--- src/rtl/clock_mux_sw_pkg.sv ---
// Shared types and default constants for the clock-mux switch sequencer.
package clock_mux_sw_pkg;

   // Sequencer states, 3-bit encoding
   typedef enum logic [2:0] {
      StIdle      = 3'd0,
      StGateOff   = 3'd1,
      StWaitValid = 3'd2,
      StSwitch    = 3'd3,
      StSettle    = 3'd4,
      StAck       = 3'd5
   } sw_state_e;

   localparam int unsigned GateCyclesDef    = 4;
   localparam int unsigned SettleCyclesDef  = 8;
   localparam int unsigned TimeoutCyclesDef = 1024;

   // Largest of three cycle counts, used to size the shared timer
   function automatic int unsigned max3(input int unsigned a, input int unsigned b,
                                        input int unsigned c);
      int unsigned m;
      m = (a > b) ? a : b;
      return (m > c) ? m : c;
   endfunction

endpackage

--- src/rtl/clock_mux_sw_timer.sv ---
// Loadable saturating down-counter with zero flag, shared by the sequencer's timed states.
module clock_mux_sw_timer #(
   parameter int unsigned CntW = 4
) (
   input  logic            i_clk,
   input  logic            i_rst_n,
   input  logic            i_load,
   input  logic [CntW-1:0] i_load_val,
   output logic            o_zero
);

   logic [CntW-1:0] r_cnt;

   // Load takes priority; otherwise count down and hold at zero
   always_ff @(posedge i_clk or negedge i_rst_n) begin
      if (!i_rst_n) begin
         r_cnt <= '0;
      end else if (i_load) begin
         r_cnt <= i_load_val;
      end else if (!o_zero) begin
         r_cnt <= r_cnt - 1'b1;
      end
   end

   assign o_zero = (r_cnt == '0);

endmodule

--- src/rtl/clock_mux_switch_ctrl.sv ---
// Glitch-free switch sequencer for a two-input clock mux: gate off, wait for the target
// source, switch select, settle, gate on, with a 4-phase req/ack handshake.
// Optional feature macro: CLOCK_MUX_SW_TIMEOUT_EN (bounded WAIT_VALID with sticky err_o).
module clock_mux_switch_ctrl
   import clock_mux_sw_pkg::*;
#(
   parameter int unsigned GateCycles    = GateCyclesDef,
   parameter int unsigned SettleCycles  = SettleCyclesDef,
   parameter int unsigned TimeoutCycles = TimeoutCyclesDef
) (
   input  logic       clk_i,
   input  logic       rst_ni,
   input  logic       sw_req_i,
   input  logic       sw_sel_i,
   input  logic [1:0] src_valid_i,
   output logic       sw_ack_o,
   output logic       busy_o,
   output logic       sel_o,
   output logic       clk_en_o,
   output logic       err_o
);

   localparam int unsigned CntW = $clog2(max3(GateCycles, SettleCycles, TimeoutCycles)) + 1;

   sw_state_e       r_state;
   logic            r_tgt;
   logic            r_sel;
   logic            r_clk_en;
   logic            r_ack;
   logic            r_busy;
   logic            w_load;
   logic [CntW-1:0] w_load_val;
   logic            w_zero;
`ifdef CLOCK_MUX_SW_TIMEOUT_EN
   logic            r_err;
`endif

   // Timer reloads on entry to each timed state
   always_comb begin
      w_load     = 1'b0;
      w_load_val = '0;
      unique case (r_state)
         StIdle: begin
            if (sw_req_i && !r_ack && (sw_sel_i != r_sel)) begin
               w_load     = 1'b1;
               w_load_val = CntW'(GateCycles - 1);
            end
         end
         StSwitch: begin
            w_load     = 1'b1;
            w_load_val = CntW'(SettleCycles - 1);
         end
`ifdef CLOCK_MUX_SW_TIMEOUT_EN
         StGateOff: begin
            if (w_zero) begin
               w_load     = 1'b1;
               w_load_val = CntW'(TimeoutCycles - 1);
            end
         end
`endif
         default: ;
      endcase
   end

   clock_mux_sw_timer #(
      .CntW (CntW)
   ) u_timer (
      .i_clk      (clk_i),
      .i_rst_n    (rst_ni),
      .i_load     (w_load),
      .i_load_val (w_load_val),
      .o_zero     (w_zero)
   );

   // Sequencer FSM with all outputs registered alongside the state
   always_ff @(posedge clk_i or negedge rst_ni) begin
      if (!rst_ni) begin
         r_state  <= StIdle;
         r_tgt    <= 1'b0;
         r_sel    <= 1'b0;
         r_clk_en <= 1'b1;
         r_ack    <= 1'b0;
         r_busy   <= 1'b0;
`ifdef CLOCK_MUX_SW_TIMEOUT_EN
         r_err    <= 1'b0;
`endif
      end else begin
         unique case (r_state)
            StIdle: begin
               // A held request only re-arms after the previous ack has been dropped
               if (sw_req_i && !r_ack) begin
                  r_tgt  <= sw_sel_i;
                  r_busy <= 1'b1;
`ifdef CLOCK_MUX_SW_TIMEOUT_EN
                  r_err  <= 1'b0;
`endif
                  if (sw_sel_i == r_sel) begin
                     r_ack   <= 1'b1;
                     r_state <= StAck;
                  end else begin
                     r_clk_en <= 1'b0;
                     r_state  <= StGateOff;
                  end
               end
            end
            StGateOff: begin
               if (w_zero) r_state <= StWaitValid;
            end
            StWaitValid: begin
               if (src_valid_i[r_tgt]) begin
                  r_sel   <= r_tgt;
                  r_state <= StSwitch;
               end
`ifdef CLOCK_MUX_SW_TIMEOUT_EN
               else if (w_zero) begin
                  // Abandon the switch: keep the old source and reopen the gate
                  r_clk_en <= 1'b1;
                  r_err    <= 1'b1;
                  r_ack    <= 1'b1;
                  r_state  <= StAck;
               end
`endif
            end
            StSwitch: begin
               r_state <= StSettle;
            end
            StSettle: begin
               if (w_zero) begin
                  r_clk_en <= 1'b1;
                  r_ack    <= 1'b1;
                  r_state  <= StAck;
               end
            end
            StAck: begin
               if (!sw_req_i) begin
                  r_ack   <= 1'b0;
                  r_busy  <= 1'b0;
                  r_state <= StIdle;
               end
            end
            default: begin
               r_state <= StIdle;
               r_busy  <= 1'b0;
            end
         endcase
      end
   end

   assign sw_ack_o = r_ack;
   assign busy_o   = r_busy;
   assign sel_o    = r_sel;
   assign clk_en_o = r_clk_en;
`ifdef CLOCK_MUX_SW_TIMEOUT_EN
   assign err_o    = r_err;
`else
   assign err_o    = 1'b0;
`endif

endmodule

--- config.mk ---
export PLATFORM = sky130hd
export DESIGN_NAME = clock_mux_switch_ctrl
export DESIGN_NICKNAME = d
export VERILOG_FILES = /design/src/rtl/clock_mux_sw_pkg.sv /design/src/rtl/clock_mux_sw_timer.sv /design/src/rtl/clock_mux_switch_ctrl.sv
export SDC_FILE = /design/constraint.sdc
export NUM_CORES = 1
export LEC_CHECK = 0
export ABC_AREA = 0
export CAP_MARGIN = 20
export CORE_AREA = 2 2 55 57
export CTS_CLUSTER_SIZE = 12
export DETAILED_ROUTE_END_ITERATION = 7
export DIE_AREA = 0 0 57 59
export PLACE_DENSITY = 0.53
export SETUP_SLACK_MARGIN = 0.4
export SYNTH_ARGS = -nofsm -noshare
export SYNTH_HDL_FRONTEND = slang
export SYNTH_SLANG_ARGS = --single-unit
--- constraint.sdc ---
create_clock -name clk_i -period 2.4 [get_ports clk_i]
set_input_delay 0.24 -clock clk_i [delete_from_list [all_inputs] [get_ports clk_i]]
set_output_delay 0.24 -clock clk_i [all_outputs]
set_load 0.05 [all_outputs]
Word-level counts from Yosys, hierarchy flattened
Cells that the tools add are included.
{"block": "totals", "register_bits": 19, "in_bits": 6, "output_inout_bits": 5, "elab_cells": 64}
{"block": "classes", "add_sub_neg": 1, "order_cmp": 1, "n_eq_ne": 15, "mux": 25, "bitwise_logic": 1, "n_reduce_logical": 14}
{"cell": "2-to-1 mux 11 bit", "count": 2}
{"cell": "2-to-1 mux 3 bit", "count": 6}
{"cell": "case mux 3 bit (6 select lines)", "count": 1}
{"cell": "zero test 11 bit", "count": 1}
{"cell": "subtractor 11 x 1 -> 11 bit, second input constant", "count": 1}
{"cell": "2-to-1 mux 1 bit", "count": 10}
{"cell": "!= test 2 bit, second input constant", "count": 5}
{"cell": "AND reduction 5 bit", "count": 2}
{"cell": "equality test 3 x 2 -> 1 bit, second input constant", "count": 2}
{"cell": "equality test 3 bit, second input constant", "count": 2}
{"cell": "!= test 2 x 1 -> 1 bit, second input constant", "count": 3}
{"cell": "case mux 1 bit (3 select lines)", "count": 2}
{"cell": "case mux 3 bit (2 select lines)", "count": 1}
{"cell": "case mux 1 bit (2 select lines)", "count": 2}
{"cell": "AND reduction 2 bit", "count": 2}
{"cell": "AND reduction 4 bit", "count": 1}
{"cell": "OR reduction 4 bit", "count": 1}
{"cell": "equality test 3 x 1 -> 1 bit, second input constant", "count": 1}
{"cell": "zero test 3 bit", "count": 1}
{"cell": "AND reduction 3 bit", "count": 1}
{"cell": "nonzero test 3 bit", "count": 1}
{"cell": "logical AND 1 bit", "count": 2}
{"cell": "less-than comparator 1 x 2 -> 1 bit, second input constant", "count": 1}
{"cell": "2-to-1 mux 2 bit", "count": 1}
{"cell": "5 further kinds", "count": 5}

Longest topological paths before layout
Gate-level depths: netlist (run 1).
{"block": "depth", "ltp_word": 6, "ltp_mapped": 8, "mapped_depth_nobuf": 6}

By module
A second synthesis (run 1) with hierarchy kept.
{"block": "hier_totals", "hier_cells": 118, "area_unflattened_um2": 1166.1}
{"module": "clock_mux_sw_timer", "n_inst": 1, "cells_per_inst": 61, "area_per_inst_um2": 620.6, "seq_area_each_um2": 275.3}
{"module": "clock_mux_switch_ctrl", "n_inst": 1, "cells_per_inst": 57, "area_per_inst_um2": 545.5, "seq_area_each_um2": 201.4}

Least setup slack after synthesis (run 1)
Ideal clock, no wire load.
{"block": "synth_timing", "path_kind": "reg-to-reg", "start": "reg u_timer.r_cnt[0]", "end": "reg r_state[0]", "setup_ps": 118, "arrival_ps": 1857, "path_slack_ps": 425, "path_stages_with_launch": 9, "path_buffers": 2, "synth_period_minus_slack_ps": 1975, "cell_sequence": "dfrtp_1 > inv_1 > ha_1 > or3b_1 > buf_2 > nor4_4 > buf_6 > mux2i_1 > a21o_1"}
{"block": "synth_between", "elab_chain_len": 3, "word_cells_on_any_way": 4, "classes_between": "eq/ne (2); reduce/logical (2)"}
{"item": "from (decl)", "line_no": "clock_mux_sw_timer.sv:12", "source": "logic [CntW-1:0] r_cnt;"}
{"item": "from (signal assigned)", "line_no": "clock_mux_sw_timer.sv:19", "source": "r_cnt <= i_load_val;"}
{"item": "from (signal assigned)", "line_no": "clock_mux_sw_timer.sv:21", "source": "r_cnt <= r_cnt - 1'b1;"}
{"item": "zero test 11 bit *", "line_no": "clock_mux_sw_timer.sv:25", "source": "assign o_zero = (r_cnt == '0);"}
{"item": "!= test 2 x 1 -> 1 bit (no source line)"}
{"item": "AND reduction 5 bit (no source line) *"}
{"item": "to (signal assigned)", "line_no": "clock_mux_switch_ctrl.sv:78", "source": "r_state <= StIdle;"}
{"item": "to (signal assigned)", "line_no": "clock_mux_switch_ctrl.sv:99", "source": "r_state <= StAck;"}
{"item": "to (signal assigned)", "line_no": "clock_mux_switch_ctrl.sv:102", "source": "r_state <= StGateOff;"}
{"item": "to (decl)", "line_no": "clock_mux_switch_ctrl.sv:25", "source": "sw_state_e r_state;"}
Mark *: on every way between the ends. The rest lies on a longest branch, timed or not.
A chain may end at the register's enable or synchronous reset.

Final worst setup path (run 1)
Ends and elaborated chain as after synthesis.

==> results_dict.tcl, run 1 <==
set metrics [dict create \
    status "completed" \
    first_global_vias 813 \
    cts_htree_levels 1 \
    syn_area_mm2 0.00104 \
    die_h_um 59 \
    place.gp.congestion 0.769 \
    antenna_found_initial 0 \
    p_total_uw 1440 \
    max_freq_ghz 0.515 \
    busiest_layer "met2" \
    first_pass_iters 4 \
    synthSimpleGateAreaFrac 0.249 \
    final_max_slew_viol_count 0 \
    met3_usage 0.0284 \
    fillers 270 \
    drtAntennaViolNets 0 \
    io_buffers 9 \
    worstSetupPathType "reg -> reg" \
    via_per_inst 5.35 \
    synth_fa_ha_area_frac 0.0120 \
    yosys_register_bits 19 \
    clockBufferDepth 2 \
    synth_edf_count 0 \
    start_util 0.386 \
    worstHoldPathType "in -> async" \
    path_clk_slew_ps 110 \
    ys_warn_count 0 \
    rows 19 \
    grt_start_max_net_pins 20 \
    syn-mean-instance-area_um2 9.58 \
    grt_usage 0.142 \
    wl_per_cell_um 13.3 \
    grt_use_met2 0.230 \
    critPathRequiredTime_ps 2640 \
    yosysSeqAreaShare 0.456 \
    slowest_delay_ps 410 \
    place_hpwl_um 1460 \
    ios 11 \
    end_kind "flip-flop" \
    root_buffer "clkbuf_4" \
    critPathMaxFanout 4 \
    synth.net_count 116 \
    start_kind "flip-flop" \
    die_area_mm2 0.00336 \
    synthFlopType "dfrtp_1" \
    cp.arrival_ps 2180 \
    finalSetupViolCount 0 \
    drive_gt1_frac 0.206 \
    grt_pass1_wl_um 3680 \
    core_mm2 0.00271 \
    synth_cell_types 36 \
    clock_skew_ps 3.04 \
    cts_buffers 3 \
    synthCells 109 \
    cp_slowest_cell "dfrtp_1" \
    wirelength_um 2080 \
    die_w_um 57 \
    synthToLayoutAreaGrowth_pct 21.4 \
    period_minus_slack_ps 1940 \
    grtUsageMet1 0.183 \
    powerDensity_mw_per_mm2 1140 \
    async_reset_ff_frac 1.00 \
    maxCapViolCount 0 \
    synth-xor-area-share 0.0419 \
    synth_mux_area_frac 0.0395 \
    peakVddDrop_mv 0.687 \
    drc 0 \
    rsz0062_at_grt "yes" \
    tns_ps 0 \
    hold_viol_final 0 \
    vias 840 \
    worstPathCellList "inv_2 -> ha_4 -> or3b_4 -> nor4_4 -> buf_4 -> mux2i_1 -> a21o_1" \
    synth_top_family_by_area "simple AND/OR/NAND/NOR gates" \
    clkLatencyLatePin_ps 290 \
    leakagePower_uw 0.000528 \
    antenna_cells 0 \
    synth_compound_area_frac 0.150 \
    fin_crit_sh 0.809 \
    overflow 0 \
    cts_tree "done" \
    drt_iter0_drc 26 \
    cts_sinks 19 \
    layout.nets 134 \
]
## state kept, by name, indices dropped and copies added, names as in the netlist
| register | flops |
|---|---|
| sw_ack_o | 1 |
| u_timer.r_cnt | 11 |
| r_tgt | 1 |
| sel_o | 1 |
| busy_o | 1 |
| clk_en_o | 1 |
| r_state | 3 |
## metrics by stage
step	util	instance area, µm²	hold WS [ps]	setup WS [ps]	instances
2_1_floorplan	-	1040	-55.6	425	109
6_report	0.468	1270	263	458	157
3_3_place_gp	0.431	1170	536	220	147
5_1_grt	0.468	1270	286	329	157
3_5_place_dp	0.431	1170	533	226	147
4_1_cts	0.444	1200	264	448	152
## logic make-up (layout without fill, tap and decap cells)
family / count (synthesis) / count (layout)
AND/OR/NAND/NOR: 43 / 43
AO/OA/AOI/OAI: 26 / 26
flip-flops: 19 / 19
buffers and inverters: 10 / 27
XOR/XNOR: 5 / 5
multiplexers: 4 / 4
adder cells (fa/ha/maj): 1 / 1
other: 1 / 1
## worst paths after layout
kind                               endpoint  slack (ps)  depth (start not counted)              from
setup / recovery                 r_state[0]         460                          7  u_timer.r_cnt[0]
hold / removal             u_timer.r_cnt[3]         260                          2            rst_ni
setup reg to reg                 r_state[0]         460                          7  u_timer.r_cnt[0]
hold reg to reg                      busy_o         560                          2            busy_o
max in group asynchronous          clk_en_o        1870                          2            rst_ni
min in group clk_i                   busy_o         560                          2            busy_o
## per-layer routing
layer | wire length [µm] | share of wire
met2 | 990 | 0.48
met5 | 0 | 0
met4 | 17 | 0.0082
met3 | 60 | 0.029
met1 | 1010 | 0.49
## repair_timing
item | CTS | global route
pin swaps | 1 | 5
hold buffers | 0 | 0
buffers inserted | 1 | 5
resized for setup | 0 | 10
endpoints found under the setup margin | 10 | 13
## critical path: cells and delay by family (launching register included)
family	cells	cell delay, ps
and+or+nand+nor	2	770
DFF	1	410
buffers and inverters	2	280
muxes	1	180
adders and majority gates	1	130
AOI/OAI and AO/OA	1	120
## synthesized netlist by cell type, types with 4 or more instances
library cell | number | area share
or3_1 | 10 | 0.060
dfrtp_1 | 18 | 0.43
inv_1 | 4 | 0.014
nor2_1 | 6 | 0.022
a21oi_1 | 7 | 0.034
nand2b_1 | 4 | 0.024
nand2_1 | 7 | 0.025
o21ai_0 | 9 | 0.043
## placed cells by master (no fill, tap or decap), types with 4 or more instances in the layout
cell type        netlist  routed
clkdlybuf4s50_1        0       9
nand2_1                7       6
nor2_1                 6       6
a21oi_1                7       7
buf_4                  1      10
nand2b_1               4       4
o21ai_0                9       7
dfrtp_1               18      18
or3_1                 10      10
## final cells by class
class	instances	area [µm²]	area share
well taps	31	38.8	0.0306
clock buffers	4	26.3	0.0207
multi-input cells	80	547	0.431
inverters	4	15.0	0.0118
flip-flops and latches	19	477	0.376
repair buffers	19	165	0.130
## power breakdown
part           internal [µW]  switching [µW]  leakage (µW)  total, µW
sequential               449             134      0.000228        584
clock                   64.6            96.0     0.0000150        161
combinational            335             364      0.000285        700
No activity file was read; power rests on OpenSTA's default activity.
==> run 2, diff against run 1 <==
Settings changed: PLACE_DENSITY 0.53 to 0.55.
Clock period 2.4 ns to 1.57 ns, I/O delays scaled along.
==> run 2 against run 1 <==
Against the previous run: the run now ends with setup timing left; critical path depth shrank 3; clock power grew 55%; via count grew 17%; sequential share of layout area shrank 8.4 points; global-route usage grew 2.3 points; critical endpoint is now u_timer.r_cnt[9]; largest cell class unchanged.
==> results_dict.tcl, run 2 (synthesis gave the netlist of run 1 again) <==
set metrics [dict create \
    status "finished, violations left" \
    violations "setup timing" \
    post-route-worst-setup-slack_ps -314 \
    antenna_cells 0 \
    reg2reg_from "u_timer.r_cnt[7]" \
    die_area_mm2 0.00336 \
    p_total_uw 2870 \
    cp.arrival_ps 2120 \
    cts_buffers 3 \
    largest_reg_flops 11 \
    core_mm2 0.00271 \
    max_freq_ghz 0.531 \
    rrSetupSlack_ps -310 \
    worstSetupPathType "reg -> reg" \
    seqCellArea_um2 479 \
    maxCapViolCount 0 \
    multi_input_area_um2 656 \
    worstHoldPathType "in -> async" \
    start_util 0.386 \
    cts_htree_levels 1 \
    drive_gt1_frac 0.477 \
    grt_pass1_wl_um 4300 \
    first_pass_iters 4 \
    vias 981 \
    peakVddDrop_mv 1.08 \
    drc 0 \
    antenna_found_initial 0 \
    rsz0062_at_grt "yes" \
    worstReg2RegEnd "u_timer.r_cnt[9]" \
    powerDensity_mw_per_mm2 1750 \
    fillers 236 \
    grt_usage 0.165 \
    post-place-ws_ps -325 \
    wl_per_cell_um 14.0 \
    wirelength_um 2550 \
    clock_skew_ps 1.16 \
    end_kind "flip-flop" \
    overflow 0 \
    die_h_um 59 \
    final_max_slew_viol_count 0 \
    utilization 0.606 \
    synthToLayoutAreaGrowth_pct 57.2 \
    place.gp.congestion 0.768 \
    drt_iter0_drc 18 \
    grt_start_max_net_pins 20 \
    hold_viol_final 0 \
    critPathMaxFanout 2 \
    root_buffer "clkbuf_4" \
    first_global_vias 963 \
    path_clk_slew_ps 110 \
    drtAntennaViolNets 0 \
    cts_sinks 19 \
    clockBufferDepth 2 \
    die_w_um 57 \
    leakagePower_uw 0.000711 \
    finalSetupViolCount 15 \
    clkLatencyLatePin_ps 290 \
    cts_tree "done" \
    final_cell_mix "buf_4, dfrtp_1, buf_6" \
    largestRegisters "u_timer.r_cnt (11), r_state (3)" \
    regMostFlops "u_timer.r_cnt" \
    io_buffers 9 \
    rows 19 \
    layout.nets 159 \
    fin_crit_sh 1.20 \
    via_per_inst 5.39 \
    period_minus_slack_ps 1880 \
    final_common_cell "buf_4" \
    ios 11 \
    reg2reg_depth 4 \
    critPathRequiredTime_ps 1810 \
    start_kind "flip-flop" \
    place_hpwl_um 1710 \
    hold_buffers 0 \
]
run 2: cell types whose count changed in the layout (fill, tap and decap cells not counted), sizes merged:
cell / delta
buf: +28
clkinv: +1
clkdlybuf4s50: -4
run 2: how the worst max path moves through the flow:
stage                                 from          endpoint  slack (ps)  cells past startpoint
after detailed placement  u_timer.r_cnt[7]  u_timer.r_cnt[9]        -330                      4
after global placement    u_timer.r_cnt[7]  u_timer.r_cnt[9]        -290                      4
final                     u_timer.r_cnt[7]  u_timer.r_cnt[9]        -310                      4
after CTS                 u_timer.r_cnt[7]  u_timer.r_cnt[9]        -310                      4
after global routing      u_timer.r_cnt[7]  u_timer.r_cnt[9]        -360                      4
after floorplan           u_timer.r_cnt[7]  u_timer.r_cnt[9]        -260                      4
run 2: final cells by class:
type                    count  area share
clock inverters             1     0.00305
inverters                   4     0.00914
repair buffers             44       0.260
clock buffers               3      0.0137
flip-flops and latches     19       0.292
multi-input cells          80       0.399
well taps                  31      0.0236
run 2: routing by layer:
layer,up-vias,GRT usage,part of all wire
li1,480,-,-
met1,480,0.208,0.42
met2,15,0.300,0.53
met3,6,0.0218,0.027
met4,0,0.0432,0.019
met5,-,0,0
run 2: power by group:
group	leakage [µW]	switching, µW	internal (µW)
Clock	0.0000177	155	94.8
Combinational	0.000466	814	967
Sequential	0.000227	152	690
Total	0.000711	1120	1750
run 2: critical path, stage by stage, from the launching register on:
cell and delay [ps]:
dfrtp_1 400, or4_4 530, or4_4 420, or3_4 340
a21oi_2 130
run 2: metrics by stage:
step / hold WS [ps] / setup TNS [ps] / instances / instance area (µm²)
after floorplan: -139 / -1770 / 109 / 1090
after global placement: 520 / -2210 / 168 / 1390
after detailed placement: 525 / -2380 / 168 / 1390
after CTS: 189 / -2960 / 180 / 1580
after global routing: 199 / -3860 / 182 / 1640
final: 180 / -2810 / 182 / 1640
run 2: timing repair:
item                       4_1_cts  5_1_grt
pin swaps                       11        3
gates cloned                     1        0
resized for setup               20       13
buffers inserted                 7        2
setup endpoints to repair       17       21
